File: config.mk
export PLATFORM = sky130hd
export DESIGN_NAME = dll_ctrl
export DESIGN_NICKNAME = d
export VERILOG_FILES = /design/src/rtl/dll_ctrl.sv
export SDC_FILE = /design/constraint.sdc
export NUM_CORES = 1
export LEC_CHECK = 0
export BUFFER_PORTS_ARGS = -buffer_cell sky130_fd_sc_hd__buf_2
export CAP_MARGIN = 20
export CORE_MARGIN = 5
export CORE_UTILIZATION = 35
export DETAILED_ROUTE_END_ITERATION = 10
export MAX_ROUTING_LAYER = met4
export SYNTH_ARGS = -nofsm -noshare
export SYNTH_HDL_FRONTEND = slang
export SYNTH_SLANG_ARGS = --single-unit
File: constraint.sdc
create_clock -name clock -period 2.6 [get_ports clock]
set_clock_uncertainty 0.2 [all_clocks]
set_input_delay 0.52 -clock clock [delete_from_list [all_inputs] [get_ports clock]]
set_output_delay 0.52 -clock clock [all_outputs]
set_load 0.005 [all_outputs]
File: src/rtl/dll_ctrl.sv
// DLL bring-up controller: drives DLL reset, waits for stable lock with timeout/retry,
// and accepts validated delay-setting updates through a valid/ready handshake.
module dll_ctrl #(
  parameter int unsigned RST_CYCLES   = 16,
  parameter int unsigned LOCK_TIMEOUT = 200,
  parameter int unsigned LOCK_STABLE  = 4,
  parameter int unsigned MAX_RETRY    = 2,
  parameter logic [7:0]  ADJ_INIT     = 8'd0,
  parameter logic [7:0]  MADJ_INIT    = 8'd64
) (
  input  logic       clock,
  input  logic       reset_n,
  input  logic       io_start,
  input  logic       io_cfg_valid,
  output logic       io_cfg_ready,
  input  logic [7:0] io_cfg_adj,
  input  logic [7:0] io_cfg_madj,
  input  logic       io_dll_lock,
  output logic       io_dll_reset,
  output logic [7:0] io_adj,
  output logic [7:0] io_madj,
  output logic       io_ready,
  output logic       io_error,
  output logic       io_cfg_err,
  output logic [3:0] io_retry_cnt
);

  typedef enum logic [2:0] {StIdle, StReset, StWaitLock, StLocked, StError} state_e;

  state_e      state_q, state_d;
  logic [7:0]  rst_cnt_q, rst_cnt_d;
  logic [15:0] to_cnt_q, to_cnt_d;
  logic [3:0]  stable_q, stable_d, stable_inc;
  logic [3:0]  retry_q, retry_d;
  logic [7:0]  adj_q, adj_d, madj_q, madj_d;
  logic        cfg_err_q, cfg_err_d;
  logic        cfg_take, cfg_legal, cfg_update;

  always_comb begin
    io_cfg_ready = (state_q == StIdle) || (state_q == StLocked) || (state_q == StError);
    io_dll_reset = (state_q == StIdle) || (state_q == StReset) || (state_q == StError);
    io_ready     = (state_q == StLocked);
    io_error     = (state_q == StError);
    io_adj       = adj_q;
    io_madj      = madj_q;
    io_cfg_err   = cfg_err_q;
    io_retry_cnt = retry_q;
  end

  always_comb begin
    cfg_take   = io_cfg_valid && io_cfg_ready;
    cfg_legal  = (io_cfg_madj != 8'd0) && (io_cfg_adj <= io_cfg_madj);
    cfg_update = cfg_take && cfg_legal;
    stable_inc = stable_q + 4'd1;
  end

  always_comb begin
    state_d   = state_q;
    rst_cnt_d = rst_cnt_q;
    to_cnt_d  = to_cnt_q;
    stable_d  = stable_q;
    retry_d   = retry_q;
    adj_d     = adj_q;
    madj_d    = madj_q;
    cfg_err_d = cfg_take && !cfg_legal;

    if (cfg_update) begin
      adj_d  = io_cfg_adj;
      madj_d = io_cfg_madj;
    end

    unique case (state_q)
      StIdle, StError: begin
        if (io_start) begin
          state_d   = StReset;
          rst_cnt_d = 8'(RST_CYCLES);
          retry_d   = 4'd0;
        end
      end
      StReset: begin
        rst_cnt_d = rst_cnt_q - 8'd1;
        if (rst_cnt_q == 8'd1) begin
          state_d  = StWaitLock;
          to_cnt_d = 16'(LOCK_TIMEOUT);
          stable_d = 4'd0;
        end
      end
      StWaitLock: begin
        to_cnt_d = to_cnt_q - 16'd1;
        stable_d = io_dll_lock ? stable_inc : 4'd0;
        // Lock wins over a timeout expiring in the same cycle.
        if (io_dll_lock && (stable_inc == 4'(LOCK_STABLE))) begin
          state_d = StLocked;
        end else if (to_cnt_q == 16'd1) begin
          if (retry_q < 4'(MAX_RETRY)) begin
            retry_d   = retry_q + 4'd1;
            state_d   = StReset;
            rst_cnt_d = 8'(RST_CYCLES);
          end else begin
            state_d = StError;
          end
        end
      end
      StLocked: begin
        if (!io_dll_lock || cfg_update) begin
          state_d  = StWaitLock;
          to_cnt_d = 16'(LOCK_TIMEOUT);
          stable_d = 4'd0;
        end
      end
      default: state_d = StIdle;
    endcase
  end

  always_ff @(posedge clock or negedge reset_n) begin
    if (!reset_n) begin
      state_q   <= StIdle;
      rst_cnt_q <= 8'd0;
      to_cnt_q  <= 16'd0;
      stable_q  <= 4'd0;
      retry_q   <= 4'd0;
      adj_q     <= ADJ_INIT;
      madj_q    <= MADJ_INIT;
      cfg_err_q <= 1'b0;
    end else begin
      state_q   <= state_d;
      rst_cnt_q <= rst_cnt_d;
      to_cnt_q  <= to_cnt_d;
      stable_q  <= stable_d;
      retry_q   <= retry_d;
      adj_q     <= adj_d;
      madj_q    <= madj_d;
      cfg_err_q <= cfg_err_d;
    end
  end

endmodule

==> results of run 1 <==
==> synthesized netlist by cell type, types with 6 or more instances <==
cell      n
dfrtp_1  51
inv_1    25
nand2_1  21
nor2_1   19
a21oi_1  18
mux2_2   18
o21ai_0  17
nor3_1   15
ha_1     14
a31oi_1   7
buf_2     6
nand3_1   6
==> logic make-up (layout without fill, tap and decap cells) <==
kind of cell / Yosys count / count (layout)
AO/OA/AOI/OAI: 78 / 78
XOR/XNOR: 3 / 3
adder cells (fa/ha/maj): 14 / 14
AND/OR/NAND/NOR: 95 / 95
multiplexers: 21 / 21
flip-flops: 52 / 52
buffers and inverters: 36 / 96
==> layout make-up <==
class	instances	area (um^2)
clock inverter	2	16.3
multi-input combinational	211	1490
tap	105	131
timing repair buffer	63	385
clock buffer	6	72.6
inverter	25	93.8
fill	804	4690
sequential	52	1300
==> power by group <==
part | switching (W) | total [W] | internal, W
Sequential | 0.000224 | 0.00131 | 0.00109
Clock | 0.000266 | 0.000458 | 0.000192
Combinational | 0.000856 | 0.00158 | 0.000729
==> state kept, by name, summed over array words and instances (netlist names) <==
register	flops
to_cnt_q	16
io_adj	8
io_madj	8
rst_cnt_q	8
io_retry_cnt	4
stable_q	4
state_q	3
io_cfg_err	1
==> through the flow <==
step / setup WS (ps) / cells / util, % / TNS, ps / area (um^2)
2_1_floorplan: 107 / 299 / - / 0 / 2920
3_3_place_gp: -106 / 456 / 41.5 / -296 / 3390
3_5_place_dp: -128 / 456 / 41.5 / -497 / 3390
4_1_cts: 184 / 464 / 42.6 / 0 / 3480
5_1_grt: 81.5 / 464 / 42.7 / 0 / 3490
6_report: 177 / 464 / 42.7 / 0 / 3490
==> layer usage <==
metal	track usage [%]	vias up	wire length, um
met5	-	-	0
met4	3.58	0	57
met3	2.69	4	388
met2	22.4	59	3200
met1	16.9	1221	2940
li1	-	1206	-
==> worst paths after layout <==
kind                                     start           end  depth (start not counted)
worst max-delay path            io_cfg_madj[1]  to_cnt_q[11]                          9
worst min-delay path                   reset_n     io_adj[5]                          1
worst max register to register     to_cnt_q[4]    state_q[0]                          5
worst min register to register      io_madj[2]    io_madj[2]                          1
max in group asynchronous              reset_n   to_cnt_q[9]                          2
min in group clock                io_cfg_valid    io_cfg_err                          3
==> run summary, run 1 <==
Max FO, Critical Path: 7
TritonRoute pass-1 iters: 4
Buf/Inv on CP: 2
Setup violators final: 0
Clock slew at reported path FFs: 100 ps
Vias in the first global route: 2,372
Most common cell after layout, fill and taps aside: dfrtp_1
Crit path max-delay cell type: or3_4
Fin. max-slew vios: 0
Setup crit start kind: input port
Worst-skew pair later-pin latency: 300 ps
Nets@finish: 393
Distinct cells, synth: 60
DR iter-0 viols: 88
Status: finished clean
VDD IR max: 0.376 mV
Share of post-route cells with drive strength above 1: 28.4%
Endpoints failing hold: 0
Mapped Area: 0.00292 mm^2
Crit share post-route: 93.2%
Leakage power: 1.61 nW
CTS Buf Count: 5
Count of flip-flops with a built-in enable after synthesis: 0
CP Capture Type: flip-flop
Arrival @ worst endpoint: 2410 ps
GRT Overall Usage: 13.5%
Synth Area in Simple Gates: 18.0%
Sequential area share after synthesis: 44.6%
Grt ovf: 0
Max Cap Viol: 0
Avg WL per Cell: 14.2 um
Routed Antenna Nets: 0
Rel. slew slack: 59.4%
Power Total: 0.00336 W
Global placer's final weighted congestion: 0.795
Setup bufs post-CTS: 0
# port buffers: 45
Most numerous cell on the critical path: a211o_1
Cts repair resizes: 0
# diodes: 0
Pin count of the biggest net entering global routing: 28
Cts hold-fix bufs: 0
Via density: 5.37
Rows: 33
Most frequent cells in the layout: dfrtp_1 (51), buf_2 (45), inv_1 (25)
H-tree Lvls: 2
Final worst path period need: 2420 ps
Xor/xnor share of the synthesized area: 0.900%
Yosys top cell area share: 43.7%
Ys Warns: 0
Layout area overhead: 19.5%
Ys flop type: dfrtp_1
Net Count, Synth: 334
Hold Slack: 10.3 ps
DRC: 0
Io pins: 46
Die W: 101 um
Yosys top cell by area: dfrtp_1
CTS tree: built
Fraction of synthesized area in multiplexers: 7.97%
Final Routed Wirelength: 6.59 mm
Number of synthesized register bits: 52
Critical-path cell list: buf_2 -> inv_1 -> ha_1 -> nor2b_1 -> o211ai_1 -> a21oi_1 -> or3_4 -> a211o_1 -> a211o_1
Mapped Cells: 299
DR vias: 2,490
Compound-Gate Fraction of Synth Area: 17.7%
Max Clk Rate: 413 MHz
Initial antenna violation count: 0
CP delay by family, top: compound AO/OA/AOI/OAI gates
Core area: 0.00818 mm^2
Crit-path max cell delay: 390 ps
Adder and majority cell fraction of the synthesized area: 6.00%
Flop-to-flop setup slack: 260 ps
Synth area leaders: dfrtp_1 (44%), mux2_2 (6.9%), ha_1 (6.0%)
Worst EP required: 2590 ps
Overall die height: 101 um
Starting Density: 35.7%
First-pass GRT wire length: 11.0 mm
Post-DP HPWL: 5.04 mm
Slew @ Worst Pin: 610 ps
Fraction of registers with async set/reset: 100%
Crit path kind: input port to flip-flop
Clock sinks: 52
Clock root buffer: clkbuf_8
DIE AREA: 0.0103 mm^2
Pwr/cell area: 962 mW/mm^2
Main combinational cell family by area after synthesis: simple AND/OR/NAND/NOR gates
Clock tree buffer depth: 2
Hold Crit Class: input port to async pin
RSZ-0062 raised after global routing: false
Mean post-synth cell area: 9.77 um^2
No activity file was read; power rests on OpenSTA's default activity.
==> inputs of run 2 (changes only) <==
Settings changed: CORE_ASPECT_RATIO set to 2, CORE_MARGIN 5 to 10, GPL_TIMING_DRIVEN set to 0.
==> run 2 against run 1 <==
Sequential power barely moved. Via count down 3.6%. Routed wire length increased by 7.9%. Total power rose by 7.5%. Clock-buffer cell count fell by 1. Global-route usage fell by 1.9 points. Fmax shrank 3.5%. Critical endpoint unchanged. Worst setup slack lost 87 ps. Combinational power shrank 3%. Sequential share of layout area about the same. Sequential cell count did not move. First-iteration DRC count up 23%.
==> run summary, run 2 (synthesized netlist as in run 1, its figures left out) <==
Rows: 47 (+42%)
Post-Place Cells: 443 (-2.9%)
# port buffers: 45 (unchanged)
Avg WL per Cell: 15.7 um (+11%)
Most frequent cells in the layout: dfrtp_1 (51), buf_2 (50), inv_1 (25)
Status: finished clean
GRT Overall Usage: 11.6% (-1.9 points)
RSZ-0062 raised after global routing: false
Grt ovf: 0 (unchanged)
Worst EP required: 2580 ps (about the same)
Number of flip-flops in the largest register: 16 (unchanged)
Endpoints failing hold: 0 (unchanged)
CP Capture Type: flip-flop
Clock sinks: 52 (unchanged)
Final worst path period need: 2510 ps (+86.6 ps)
Core area: 0.00823 mm^2 (+0.70%)
Fin. max-slew vios: 0 (unchanged)
Setup bufs post-CTS: 0 (unchanged)
Global placer's final weighted congestion: 0.863 (+8.6%)
R2r endpoint: rst_cnt_q[1]
Via density: 5.31 (-1.0%)
CTS Buf Count: 5 (unchanged)
# diodes: 0 (unchanged)
Post-DP HPWL: 5.65 mm (+12%)
Crit share post-route: 96.5% (+3.3 points)
Pwr/cell area: 1040 mW/mm^2 (+7.6%)
Overall die height: 149 um (+47%)
Setup crit start: io_cfg_madj[1]
CTS tree: built
VDD IR max: 0.364 mV (-3.2%)
Starting Density: 35.5% (-0.25 points)
DRC: 0 (unchanged)
Most common cell after layout, fill and taps aside: dfrtp_1
Routed Antenna Nets: 0 (unchanged)
Fillers: 818 (+1.7%)
DIE AREA: 0.0126 mm^2 (+23%)
Nets@finish: 388 (-1.3%)
Max Cap Viol: 0 (unchanged)
Crit path kind: input port to flip-flop
Pre-CTS WS: -340 ps (-212 ps)
Die W: 84.6 um (-17%)
Io pins: 46 (unchanged)
Hold_sp: io_cfg_valid
Post-route setup slack: 90.6 ps (-86.6 ps)
Hold Crit Class: input port to flip-flop
Worst-skew pair later-pin latency: 300 ps (about the same)
Register Area: 0.00130 mm^2 (unchanged)
Worst reg2reg path startpoint: to_cnt_q[7]
Hold Path Stages: 3
Vias in the first global route: 2,496 (+5.2%)
DR vias: 2,401 (-3.6%)
Final Non-Filler Cells: 452 (-2.6%)
Rel. slew slack: 53.8% (-5.6 points)
Flop-to-flop setup slack: 190 ps (-70 ps)
Leakage power: 1.59 nW (-0.97%)
Initial antenna violation count: 0 (unchanged)
DR iter-0 viols: 108 (+23%)
Hold Slack: 266 ps (+256 ps)
Slew @ Worst Pin: 688 ps (+78.2 ps)
Max FO, Critical Path: 7 (unchanged)
Depth of the most critical reg-to-reg path: 6 (+1)
Setup crit start kind: input port
Clock slew at reported path FFs: 70 ps (-30 ps)
Pin count of the biggest net entering global routing: 40 (+43%)
Setup violators final: 0 (unchanged)
TritonRoute pass-1 iters: 4 (unchanged)
Final Routed Wirelength: 7.11 mm (+7.9%)
Layout area overhead: 19.4% (about the same)
Arrival @ worst endpoint: 2490 ps (+80 ps)
Max Clk Rate: 398 MHz (-3.5%)
Reg with most FFs: to_cnt_q
H-tree Lvls: 2 (unchanged)
Clock tree buffer depth: 2 (unchanged)
First-pass GRT wire length: 11.8 mm (+7.5%)
Area taken by multi-input logic gates: 0.00149 mm^2 (+0.17%)
Worst hold endpoint: io_cfg_err
Share of post-route cells with drive strength above 1: 25.7% (-2.7 points)
Clock root buffer: clkbuf_16
run 2: worst max-delay path: stages:
cell and delay (ps):
buf_2 100, inv_1 40, ha_1 280, nor2b_1 130, o211ai_1 160, a21oi_1 120, or3_4 410, a211o_1 390
a211o_1 330
run 2: where the power goes:
part           switching, W  total [W]  internal, W
logic              0.000859    0.00153     0.000670
registers          0.000224    0.00131      0.00109
clock network      0.000308   0.000765     0.000458
total               0.00139    0.00361      0.00222
run 2: layer usage:
layer | up-vias | share of wire (%) | global-route usage [%]
li1 | 1196 | - | -
met1 | 1156 | 37 | 10.0
met2 | 43 | 58 | 22.8
met3 | 6 | 4.0 | 2.46
met4 | 0 | 1.9 | 5.13
met5 | - | 0 | -
run 2: how the worst max path moves through the flow:
stage                        end  slack, ps  cells after the start
global placement     to_cnt_q[1]       -330                     10
finish              to_cnt_q[11]         90                      9
global route        rst_cnt_q[1]         10                      6
CTS                 to_cnt_q[12]         30                     10
detailed placement  to_cnt_q[12]       -340                     10
floorplan           to_cnt_q[11]        110                      8
run 2: repair_timing:
item	in CTS	in global routing
endpoints found under the hold margin	13	0
cloned	0	0
endpoints found under the setup margin	8	9
pin swaps	0	0
hold buffers	1	0
gates resized for setup	1	3
run 2: per-stage QoR:
step	cell area, um^2	total power, W	utilization, %	setup TNS, ps
final	3490	0.00361	42.3	0
after global routing	3490	0.00389	42.3	0
after CTS	3480	0.00365	42.2	0
after detailed placement	3290	0.00285	39.9	-6530
after global placement	3270	0.00281	39.7	-5480
after floorplan	2920	0.00232	-	0
run 2: cell type report:
| class | instances | area share, % |
|---|---|---|
| multi-input combinational | 211 | 42.7 |
| sequential | 52 | 37.4 |
| timing repair buffer | 47 | 7.32 |
| clock buffer | 5 | 3.59 |
| tap | 98 | 3.52 |
| inverter | 25 | 2.69 |
| buffer | 11 | 1.47 |
| clock inverter | 3 | 1.33 |
==> inputs of run 3 (changes only) <==
Settings changed: CORE_UTILIZATION 35 to 57, PLACE_DENSITY set to 0.8.
==> run 3 against run 2 <==
Fmax decreased by 0.78%. Highest routed layer unchanged. Via count increased by 3.6%. Non-clock buffer count unchanged. Worst setup slack got worse by 20 ps. Worst hold slack got worse by 16 ps. Design area decreased by 3.7%. Critical endpoint is now to_cnt_q[15]. Register-to-register slack got worse by 20 ps. Sequential share of layout area increased by 1.4 points.
==> run summary, run 3 (synthesized netlist as in run 1, its figures left out) <==
Status: finished clean
Worst-skew pair later-pin latency: 300 ps (about the same)
Setup TNS: 0 ps (unchanged)
Final worst path period need: 2530 ps (+19.8 ps)
Crit path kind: input port to flip-flop
GRT Overall Usage: 16.2% (+4.5 points)
Layout area overhead: 15.0%
Post-DP HPWL: 5.53 mm (-2.1%)
DR iter-0 viols: 156 (+44%)
Area taken by multi-input logic gates: 0.00148 mm^2 (-0.42%)
CTS tree: built
Setup violators final: 0 (unchanged)
Fin. max-slew vios: 0 (unchanged)
Critical-path cell list: buf_2 -> inv_1 -> ha_1 -> nor2b_1 -> o211ai_1 -> a21oi_1 -> or3_4 -> a211o_1 -> a211o_1
Most frequent cells in the layout: dfrtp_1 (51), buf_2 (50), inv_1 (25)
Via density: 6.05 (+14%)
Most common cell after layout, fill and taps aside: dfrtp_1
Clock slew at reported path FFs: 90 ps (+20 ps)
Die W: 70.6 um (-17%)
Endpoints failing hold: 0 (unchanged)
Crit share post-route: 97.3% (+0.76 points)
Hold Crit Class: input port to flip-flop
DIE AREA: 0.00856 mm^2 (-32%)
Rows: 36 (-23%)
Power Total: 0.00335 W (-7.3%)
Design area: 0.00336 mm^2 (-3.7%)
Vias in the first global route: 2,459 (-1.5%)
Arrival @ worst endpoint: 2520 ps (+30 ps)
Max FO, Critical Path: 7 (unchanged)
Global placer's final weighted congestion: 0.841 (-2.5%)
Hold Slack: 250 ps (-16.1 ps)
# diodes: 0 (unchanged)
Core area: 0.00491 mm^2 (-40%)
Starting Density: 59.5% (+24 points)
Crit path max-delay cell type: or3_4
Flop-to-flop setup slack: 170 ps (-20 ps)
Nets@finish: 388 (unchanged)
Routed Antenna Nets: 0 (unchanged)
Max Clk Rate: 395 MHz (-0.78%)
Leakage power: 1.56 nW (-2.0%)
Clock tree buffer depth: 2 (unchanged)
Pin count of the biggest net entering global routing: 36 (-10%)
Io pins: 46 (unchanged)
DRC: 0 (unchanged)
Register Area: 0.00130 mm^2 (unchanged)
CP delay by family, top: compound AO/OA/AOI/OAI gates
Avg WL per Cell: 17.0 um (+8.3%)
DR vias: 2,487 (+3.6%)
Most numerous cell on the critical path: a211o_1
Clock root buffer: clkbuf_8
Overall die height: 121 um (-19%)
Slew @ Worst Pin: 726 ps (+38.7 ps)
First-pass GRT wire length: 11.3 mm (-4.0%)
Max Cap Viol: 0 (unchanged)
H-tree Lvls: 2 (unchanged)
Placed inst area: 0.00324 mm^2 (-1.6%)
Worst EP required: 2590 ps (about the same)
Buf/Inv on CP: 2 (unchanged)
Number of flip-flops in the largest register: 16 (unchanged)
Final Routed Wirelength: 7.00 mm (-1.5%)
Initial antenna violation count: 0 (unchanged)
Crit-path max cell delay: 410 ps (about the same)
VDD IR max: 0.778 mV (+110%)
Share of post-route cells with drive strength above 1: 25.1% (-0.56 points)
Pwr/cell area: 997 mW/mm^2 (-3.7%)
Reg with most FFs: to_cnt_q
TritonRoute pass-1 iters: 7 (+3)
Rel. slew slack: 51.2% (-2.6 points)
Setup crit start kind: input port
Grt ovf: 0 (unchanged)
# port buffers: 45 (unchanged)
CTS Buf Count: 5 (unchanged)
Clock sinks: 52 (unchanged)
Fillers: 405 (-50%)
Setup bufs post-CTS: 0 (unchanged)
CP Capture Type: flip-flop
Fin util: 68.4% (+26 points)
-- run 3: layer usage --
metal  up-vias  global-route usage (%)  share of wire [%]
met5         -                       -                  0
met4         0                    6.69                2.8
met3        15                    3.52                5.2
met2        67                    30.9                 58
met1      1209                    14.7                 34
li1       1196                       -                  -
-- run 3: per-stage QoR --
step	cells	setup slack, ps
global placement	401	-250
finish	411	70.8
global route	411	-7.63
detailed placement	402	-308
CTS	411	15.1
floorplan	299	107
-- run 3: area by class of cell --
cell class	count	area share [%]
Timing Repair Buffer	47	7.60
Clock buffer	8	2.98
Buffer	11	1.53
Sequential cell	52	38.8
Tap cell	57	2.12
Multi-Input combinational cell	211	44.2
Inverter	25	2.80
-- run 3: tightest hold or removal path, cell delays in order --
cell and delay (ps):
buf_2 110, nand2_1 50, a21oi_1 40
-- run 3: worst paths after layout --
kind | start | endpoint | cells past startpoint
setup / recovery | io_cfg_madj[1] | to_cnt_q[15] | 9
hold / removal | io_cfg_valid | io_cfg_err | 3
setup reg to reg | to_cnt_q[10] | rst_cnt_q[1] | 6
hold reg to reg | io_madj[2] | io_madj[2] | 1
max in group asynchronous | reset_n | io_madj[6] | 3
min in group asynchronous | reset_n | rst_cnt_q[4] | 2
-- run 3: what timing repair did --
item,in CTS,in global routing
gates resized for setup,0,3
hold endpoints to repair,17,0
setup endpoints to repair,0,10
hold buffers,1,0
-- run 3: power by group --
group	internal, W	leakage [nW]	switching [W]
logic	0.000666	0.852	0.000874
registers	0.00109	0.657	0.000216
clock network	0.000244	0.0515	0.000260
total	0.00200	1.56	0.00135
